## src/rtl/isr_imem_loadable_pkg.sv

```systemverilog
// Shared definitions for the loadable ISR instruction store: loader FSM
// state encoding and the default word returned for blanked fetches.
package isr_imem_loadable_pkg;

    // Loader FSM states; the fetch stage only reads contents in ST_IDLE.
    typedef enum logic [1:0] {
        ST_IDLE = 2'd0,
        ST_LOAD = 2'd1,
        ST_DONE = 2'd2
    } ld_state_e;

    // Word presented on the fetch port when no valid content is available.
    localparam logic [31:0] IMEM_NOP_WORD = 32'h0000_0000;

endpackage : isr_imem_loadable_pkg

```

## src/rtl/isr_imem_loader.sv

```systemverilog
// Handshake loader for the ISR instruction store. Accepts a base index and
// a word count, then streams words into consecutive indices (wrapping at
// DEPTH). Reports completion with a single-cycle ld_done pulse and raises
// loaded once a full load has finished without an abort.
module isr_imem_loader
    import isr_imem_loadable_pkg::*;
#(
    parameter int DEPTH  = 64,
    parameter int DATA_W = 32,
    parameter int IDX_W  = $clog2(DEPTH)
) (
    input  logic              clk,
    input  logic              rst,
    input  logic              ld_start,
    input  logic [IDX_W-1:0]  ld_base,
    input  logic [IDX_W:0]    ld_len,
    input  logic [DATA_W-1:0] ld_data,
    input  logic              ld_valid,
    output logic              ld_ready,
    input  logic              ld_abort,
    output logic              ld_busy,
    output logic              ld_done,
    output logic              we,
    output logic [IDX_W-1:0]  waddr,
    output logic [DATA_W-1:0] wdata,
    output logic              loaded
);

    // DEPTH is a power of two, so it fits exactly in the IDX_W+1 bit counter.
    localparam logic [IDX_W:0] DEPTH_CNT = (IDX_W + 1)'(DEPTH);
    localparam logic [IDX_W:0] CNT_ONE   = (IDX_W + 1)'(1);

    ld_state_e        state;
    ld_state_e        state_nxt;
    logic [IDX_W-1:0] wr_ptr;
    logic [IDX_W-1:0] wr_ptr_nxt;
    logic [IDX_W:0]   cnt;
    logic [IDX_W:0]   cnt_nxt;
    logic             loaded_nxt;

    // Requests longer than the array would only overwrite words already
    // written in this load, so they are clamped to one full pass.
    function automatic logic [IDX_W:0] clamp_len(input logic [IDX_W:0] len);
        return (len > DEPTH_CNT) ? DEPTH_CNT : len;
    endfunction

    // State, write pointer, remaining count and loaded flag.
    always_ff @(posedge clk or negedge rst) begin
        if (!rst) begin
            state  <= ST_IDLE;
            wr_ptr <= '0;
            cnt    <= '0;
            loaded <= 1'b0;
        end else begin
            state  <= state_nxt;
            wr_ptr <= wr_ptr_nxt;
            cnt    <= cnt_nxt;
            loaded <= loaded_nxt;
        end
    end

    // Next-state decode and handshake outputs; abort overrides completion.
    always_comb begin
        state_nxt  = state;
        wr_ptr_nxt = wr_ptr;
        cnt_nxt    = cnt;
        loaded_nxt = loaded;
        ld_ready   = 1'b0;
        ld_done    = 1'b0;
        we         = 1'b0;

        unique case (state)
            ST_IDLE: begin
                if (ld_start) begin
                    if (ld_len == '0) begin
                        // Empty load completes at once and re-validates contents.
                        state_nxt = ST_DONE;
                    end else begin
                        state_nxt  = ST_LOAD;
                        wr_ptr_nxt = ld_base;
                        cnt_nxt    = clamp_len(ld_len);
                        loaded_nxt = 1'b0;
                    end
                end
            end

            ST_LOAD: begin
                ld_ready = 1'b1;
                if (ld_valid) begin
                    // A beat offered alongside an abort is still committed.
                    we         = 1'b1;
                    wr_ptr_nxt = wr_ptr + IDX_W'(1);
                    cnt_nxt    = cnt - CNT_ONE;
                    if (cnt == CNT_ONE) begin
                        state_nxt = ST_DONE;
                    end
                end
                if (ld_abort) begin
                    state_nxt  = ST_IDLE;
                    loaded_nxt = 1'b0;
                end
            end

            ST_DONE: begin
                state_nxt = ST_IDLE;
                if (ld_abort) begin
                    loaded_nxt = 1'b0;
                end else begin
                    ld_done    = 1'b1;
                    loaded_nxt = 1'b1;
                end
            end

            default: begin
                state_nxt = ST_IDLE;
            end
        endcase
    end

    assign ld_busy = (state != ST_IDLE);
    assign waddr   = wr_ptr;
    assign wdata   = ld_data;

endmodule : isr_imem_loader

```

## src/rtl/isr_imem_loadable.sv

```systemverilog
// Run-time loadable ISR instruction store. Fetch side mirrors the fixed
// ISR ROM: registered word address, combinational instruction output.
// Contents come from the handshake loader; fetches are blanked to NOP while
// a load is running, before any complete load, or when out of range.
module isr_imem_loadable
    import isr_imem_loadable_pkg::*;
#(
    parameter int                DEPTH    = 64,
    parameter int                DATA_W   = 32,
    parameter int                ADDR_W   = 30,
    parameter int                IDX_W    = $clog2(DEPTH),
    parameter logic [DATA_W-1:0] NOP_WORD = DATA_W'(IMEM_NOP_WORD)
) (
    input  logic              clk,
    input  logic              rst,
    input  logic [ADDR_W-1:0] addr,
    input  logic              stall,
    output logic [DATA_W-1:0] inst,
    output logic              inst_valid,
    input  logic              ld_start,
    input  logic [IDX_W-1:0]  ld_base,
    input  logic [IDX_W:0]    ld_len,
    input  logic [DATA_W-1:0] ld_data,
    input  logic              ld_valid,
    output logic              ld_ready,
    input  logic              ld_abort,
    output logic              ld_busy,
    output logic              ld_done
);

    logic [DATA_W-1:0] mem [DEPTH];
    logic [ADDR_W-1:0] addr_p0;
    logic              we;
    logic [IDX_W-1:0]  waddr;
    logic [DATA_W-1:0] wdata;
    logic              loaded;
    logic              in_range;
    logic              fetch_ok;

    isr_imem_loader #(
        .DEPTH  (DEPTH),
        .DATA_W (DATA_W),
        .IDX_W  (IDX_W)
    ) u_loader (
        .clk      (clk),
        .rst      (rst),
        .ld_start (ld_start),
        .ld_base  (ld_base),
        .ld_len   (ld_len),
        .ld_data  (ld_data),
        .ld_valid (ld_valid),
        .ld_ready (ld_ready),
        .ld_abort (ld_abort),
        .ld_busy  (ld_busy),
        .ld_done  (ld_done),
        .we       (we),
        .waddr    (waddr),
        .wdata    (wdata),
        .loaded   (loaded)
    );

    // Stage p0: fetch address register, held while the core stalls.
    always_ff @(posedge clk or negedge rst) begin
        if (!rst) begin
            addr_p0 <= '0;
        end else if (!stall) begin
            addr_p0 <= addr;
        end
    end

    // Instruction array write port; contents survive reset.
    always_ff @(posedge clk) begin
        if (we) begin
            mem[waddr] <= wdata;
        end
    end

    // Fetch mux: real content only for in-range addresses of a completed load.
    always_comb begin
        in_range   = (addr_p0[ADDR_W-1:IDX_W] == '0);
        fetch_ok   = in_range && loaded && !ld_busy;
        inst_valid = fetch_ok;
        inst       = fetch_ok ? mem[addr_p0[IDX_W-1:0]] : NOP_WORD;
    end

endmodule : isr_imem_loadable
```

## config.mk

```make
export PLATFORM = sky130hd
export DESIGN_NAME = isr_imem_loadable
export DESIGN_NICKNAME = d
export VERILOG_FILES = /design/src/rtl/isr_imem_loadable_pkg.sv /design/src/rtl/isr_imem_loader.sv /design/src/rtl/isr_imem_loadable.sv
export SDC_FILE = /design/constraint.sdc
export NUM_CORES = 2
export LEC_CHECK = 0
export CAP_MARGIN = 20
export CORE_MARGIN = 3
export CORE_UTILIZATION = 35
export CTS_CLUSTER_DIAMETER = 50
export DETAILED_ROUTE_END_ITERATION = 10
export HOLD_SLACK_MARGIN = 0.1
export PLACE_DENSITY = 0.46
export RECOVER_POWER = 50
export SLEW_MARGIN = 10
export SYNTH_ARGS = -nofsm -noshare
export SYNTH_HDL_FRONTEND = slang
export SYNTH_SLANG_ARGS = --single-unit
```

## constraint.sdc

```tcl
create_clock -name clk -period 3.5 [get_ports clk]
set_input_delay 0.7 -clock clk [delete_from_list [all_inputs] [get_ports clk]]
set_output_delay 0.7 -clock clk [all_outputs]
set_load 0.02 [all_outputs]
```

# [After elaboration in Yosys (flattened, before gate mapping)]
# Memory sizes are Yosys's and may differ from the RTL's.
# Cells that the tools add are included.
[classes] addsub=2 multipliers=0 div=0 order_cmp=1 eq_ne=9 shift=0 muxes=27 bitwise_logic=0 reduce_logical=12
[ops] operator="$mux 32" n=1
[ops] operator="$mux 7" n=4
[ops] operator="$logic_not 24->1" n=1
[ops] operator="$mux 6" n=3
[ops] operator="$pmux 7 s2" n=1
[ops] operator="$pmux 6 s2" n=1
[ops] operator="$mux 1" n=10
[ops] operator="$mux 2" n=5
[ops] operator="$ne 2x2->1 const B" n=4
[ops] operator="$reduce_and 4->1" n=2
[ops] operator="$eq 7x1->1 const B" n=1
[ops] operator="$gt 7x7->1 const B" n=1
[ops] operator="$logic_not 7->1" n=1
[ops] operator="$sub 7x1->7 const B" n=1
[ops] operator="$add 6x1->6 const B" n=1
[ops] operator="$pmux 2 s2" n=1
[ops] operator="$reduce_bool 2->1" n=2
[ops] operator="$ne 3x2->1 const B" n=1
[ops] operator="$ne 3x3->1 const B" n=1
[ops] operator="$pmux 1 s3" n=1
[ops] operator="$reduce_and 3->1" n=1
[ops] operator="$reduce_bool 3->1" n=1
[ops] operator="$eq 2x1->1 const B" n=1
[ops] operator="$eq 2x2->1 const B" n=1
[ops] operator="3 further kinds" n=4
[totals] register_bits=46 latch_bits=0 ramBits=2048 romBits=0 in_bits=81 output_inout_bits=36 word_cells=57 n_memories=1
[memory_table] memory="mem" words=64 width=32 read_ports=1 rd_ports_with_merged_regs=0 write_ports=1 line_no="isr_imem_loadable.sv:31" rtl="logic [DATA_W-1:0] mem [DEPTH];"

# [Logic depth before layout (Yosys ltp)]
[logic_depth] word_depth=5 mapped_depth=11

# [By module]
# From an unflattened synthesis, not the netlist that was laid out.
[hier_totals] cells_unflattened=3727 area_unflattened_um2=81267.9
[modules_own_cells] module="isr_imem_loadable" n_inst=1 cells_each=3576 area_per_inst_um2=79965.4 seq_area_each_um2=62249.7
[modules_own_cells] module="isr_imem_loader" n_inst=1 cells_each=151 area_per_inst_um2=1302.5 seq_area_each_um2=400.4

# [Least setup slack after synthesis]
# Ideal clock, no wire load.
[synth_timing] kind="reg2reg" from="register u_loader.state[1]" to="memory mem[57][0] (enable)" setup_time_ns=0.421 t_arrival_ns=2.749 slack_ns=0.329 stages_incl_launch_ff=7 n_path_buf=2 period_less_slack_ns=3.171 path_cell_list="dfrtp_1 -> nand2b_1 -> clkbuf_1 -> inv_1 -> clkbuf_1 -> nand4_1 -> nor2_1"
[synth_between] elab_chain_len=4
[synth_lines] item="start, declared" line_no="isr_imem_loader.sv:33" rtl="ld_state_e state;"
[synth_lines] item="start signal, assigned" line_no="isr_imem_loader.sv:55" rtl="state <= state_nxt;"
[synth_lines] item="$eq 2x1->1" line_no="isr_imem_loader.sv:72" rtl="unique case (state)"
[synth_lines] item="$mux 1" line_no="isr_imem_loader.sv:72"
[synth_lines] item="$mux 1" line_no="isr_imem_loadable.sv:73" rtl="if (we) begin"
[synth_lines] item="$mux 1 (not written as such)" line_no="isr_imem_loadable.sv:74" rtl="mem[waddr] <= wdata;"
[synth_lines] item="end, declared" line_no="isr_imem_loadable.sv:31"
# No other way between the ends.

# [Final worst setup path]
[layout_timing] from="register addr_p0[0]" to="output inst[27]"
[layout_between] elab_chain_len=2
[layout_lines] item="start, declared" line_no="isr_imem_loadable.sv:32" rtl="logic [ADDR_W-1:0] addr_p0;"
[layout_lines] item="start signal, assigned" line_no="isr_imem_loadable.sv:67" rtl="addr_p0 <= addr;"
[layout_lines] item="$mem_v2 64x32"
[layout_lines] item="$mux 32" line_no="isr_imem_loadable.sv:83" rtl="inst = fetch_ok ? mem[addr_p0[IDX_W-1:0]] : NOP_WORD;"
[layout_lines] item="end, declared" line_no="isr_imem_loadable.sv:18" rtl="output logic [DATA_W-1:0] inst,"
# No other way between the ends.

==> impl_metrics.ini <==
[outcome]
status = finished, violations left
violations = capacitance limit, slew limit, setup timing

[setup_path]
worstPathRequired_ns = 2.80
crit_top_cell = buf_12
start_kind = register
critPathCaptureType = output port
regToRegSetupSlack_ns = 0.79
path_buf_inv = 5
path_cells = buf_12 > buf_12 > buf_8 > buf_6 > mux4_2 > mux4_2 > nand2_4 > a21oi_4 > a311o_1 > buf_12
worstReg2RegStart = u_loader.state[1]
slowest_delay_ns = 0.60
path_max_fanout = 7
cp.arrival_ns = 3.74
critPathTopFamily = multiplexers
rr_worst_depth = 9
crit_type = register to output port
crit_slowest_cell = mux4_2
reg2reg_to = mem[32][18]

[detailed_routing]
first_pass_iters = 7
routed_via_density = 5.52
num_vias = 42199
wl_microns = 254000
drtAntennaViolNets = 0
drtIter0Drc = 4280
routedWlPerCell_microns = 33.2
drc_errors = 0

[sta]
relSlewSlack_pct = -89.1
setup_ws_ns = -0.936
period_share_pct = 127
rsz0062_at_grt = yes
setup_viol = 32
fin_worst_skew_ns = 0.0476
worst_pin_slew_ns = 2.84
fin_crit_ns = 4.44
fin_tns_setup_ns = -25.27
maxSlewViolCount = 1141
holdWs_ns = 0.383
fmax_ghz = 0.225
hold_viol = 0

[floorplan]
initial_core_util_pct = 35.3
ioPinCount = 117
die_h_microns = 488
rows = 176
core_sq_um = 230000
die_w_microns = 488
dieArea_sq_um = 238000

[logic_synthesis]
yosys_warnings = 0
synth_nets = 3811
synthTopCellsByCount = 2048 x edfxtp_1, 442 x mux4_2, 261 x mux2i_1
syn-cell-area_sq_um = 81200
synth_edf_count = 2048
yosys.area.top_type = edfxtp_1
ys_top_cells_by_area = edfxtp_1 76%, mux4_2 12%, mux2i_1 3.2%
async_reset_ff_share_pct = 2.20
synth-seq-area-share_pct = 77.1
synth_seq_cells = 2094
yosysTopAreaCellShare_pct = 75.7
synth.distinct_cells = 61
yosys_most_used_dff = edfxtp_1
syn_area_per_cell_sq_um = 21.8
syn_inst = 3727
yosysMostFrequentCell = edfxtp_1

[finish]
multi_input_area_sq_um = 18700
drive_above_1_share_pct = 34.7
nets = 4490
layout.cells.non_filler = 7642
fillers = 19768
areaGrowthSynthToFinish_pct = 23.8
regArea_sq_um = 62700

[min_path]
hold_class = input pin to register
hold_path_end = mem[52][28]
hold_path_depth = 1
hp-start = ld_data[28]

[clock_network]
cts_tree = built
numCtsBuffers = 241
clockBufferDepth = 3
clk_pin_slew_ns = 0.06
numClockSinks = 2094
cts_root_buf = clkbuf_16
h-tree-depth = 4
clock_latency_ns = 0.86

[global_route]
grt_busiest_layer = met2
grt_pass1_vias = 42713
antenna_found_initial = 9
grt_util_met3_pct = 3.09
gr-usage-met1_pct = 29.9
grt_pass1_wl_microns = 351000
grt_max_degree = 65
overflow = 0
gr-usage-all-layers_pct = 21.2
use_met2_pct = 35.0

[placement]
place_inst = 7067
dpl_worst_slack_ns = -0.794
dp_hpwl_microns = 145000
gp_congestion = 0.771
port_buffers = 116

[power_and_ir_drop]
p_leak_nw = 32.5
powerDensity_nw_per_um2 = 595
peakVddDrop_uv = 472
finalPower_w = 0.0599

[run]
maxCapViolCount = 29
==> how the worst max path moves through the flow <==
stage / from / end / slack, ns / depth (start not counted)
global placement: addr_p0[0] / inst[31] / -0.80 / 9
finish: addr_p0[0] / inst[27] / -0.94 / 10
floorplan: u_loader.state[1] / mem[57][0] / 0.33 / 6
detailed placement: addr_p0[0] / inst[31] / -0.79 / 9
global route: addr_p0[0] / inst[27] / -1.03 / 10
CTS: addr_p0[0] / inst[27] / -1.05 / 10
==> where the power goes <==
| part | internal, W | switching [W] |
|---|---|---|
| sequential | 0.0280 | 0.000217 |
| combinational | 0.00302 | 0.00411 |
| clock | 0.0141 | 0.0104 |
| total | 0.0452 | 0.0147 |
==> cells in the final DEF, fill, tap and decap left out, types with 33 or more instances in the layout <==
master / n
a21oi_1: 46
a221oi_1: 68
a221oi_2: 33
buf_12: 134
buf_4: 266
buf_6: 70
clkbuf_1: 114
clkbuf_16: 250
clkdlybuf4s50_1: 49
clkinv_1: 52
clkinv_2: 34
dfrtp_1: 40
edfxtp_1: 2048
mux2_2: 44
mux2i_1: 248
mux4_2: 442
nand2_1: 42
nor2_1: 46
nor2_4: 66
o21ai_0: 37
==> what timing repair did <==
item / 4_1_cts / 5_1_grt
endpoints found under the hold margin: 18 / 0
cloned: 19 / 8
resized for setup: 314 / 127
setup endpoints to repair: 33 / 33
hold buffers: 1 / 0
pin swaps: 38 / 47
setup buffers: 78 / 43
==> cell type report <==
type	count	share of cell area, %
clock buffers	284	6.18
repair buffers	650	7.52
well taps	3026	3.76
clock inverters	163	1.57
multi-input cells	1408	18.6
inverters	11	0.0535
diodes	6	0.0149
flip-flops and latches	2094	62.3
==> metal layers <==
metal	wire [microns]	share of wire [%]	vias to the layer above
met5	0	0	-
met4	5940	2.3	0
met3	15000	5.9	309
met2	124000	49	1322
met1	109000	43	23271
li1	-	-	17297
==> stage by stage <==
| stage | utilization (%) | instance area (sq um) |
|---|---|---|
| after floorplan | - | 81200 |
| final | 43.7 | 101000 |
| after detailed placement | 38.9 | 89700 |
| after global placement | 38.9 | 89600 |
| after CTS | 43.4 | 99900 |
| after global routing | 43.7 | 101000 |
==> flip-flops by register name (all words and copies together) (netlist names) <==
| signal | count |
|---|---|
| u_loader.state | 2 |
| addr_p0 | 30 |
| u_loader.waddr | 6 |
| u_loader.cnt | 7 |
| mem | 2048 |
| u_loader.loaded | 1 |
==> kinds of logic (layout without fill, tap and decap cells) <==
group	count (synthesis)	count (layout)	share of synthesized area, %
other	0	6	0
AND/OR/NAND/NOR	295	295	1.68
AO/OA/AOI/OAI	363	363	3.34
multiplexers	747	747	16.1
adder cells (fa/ha/maj)	3	3	0.0462
flip-flops	2094	2094	77.1
buffers and inverters	225	1108	1.74
No activity file was read; power rests on OpenSTA's default activity.
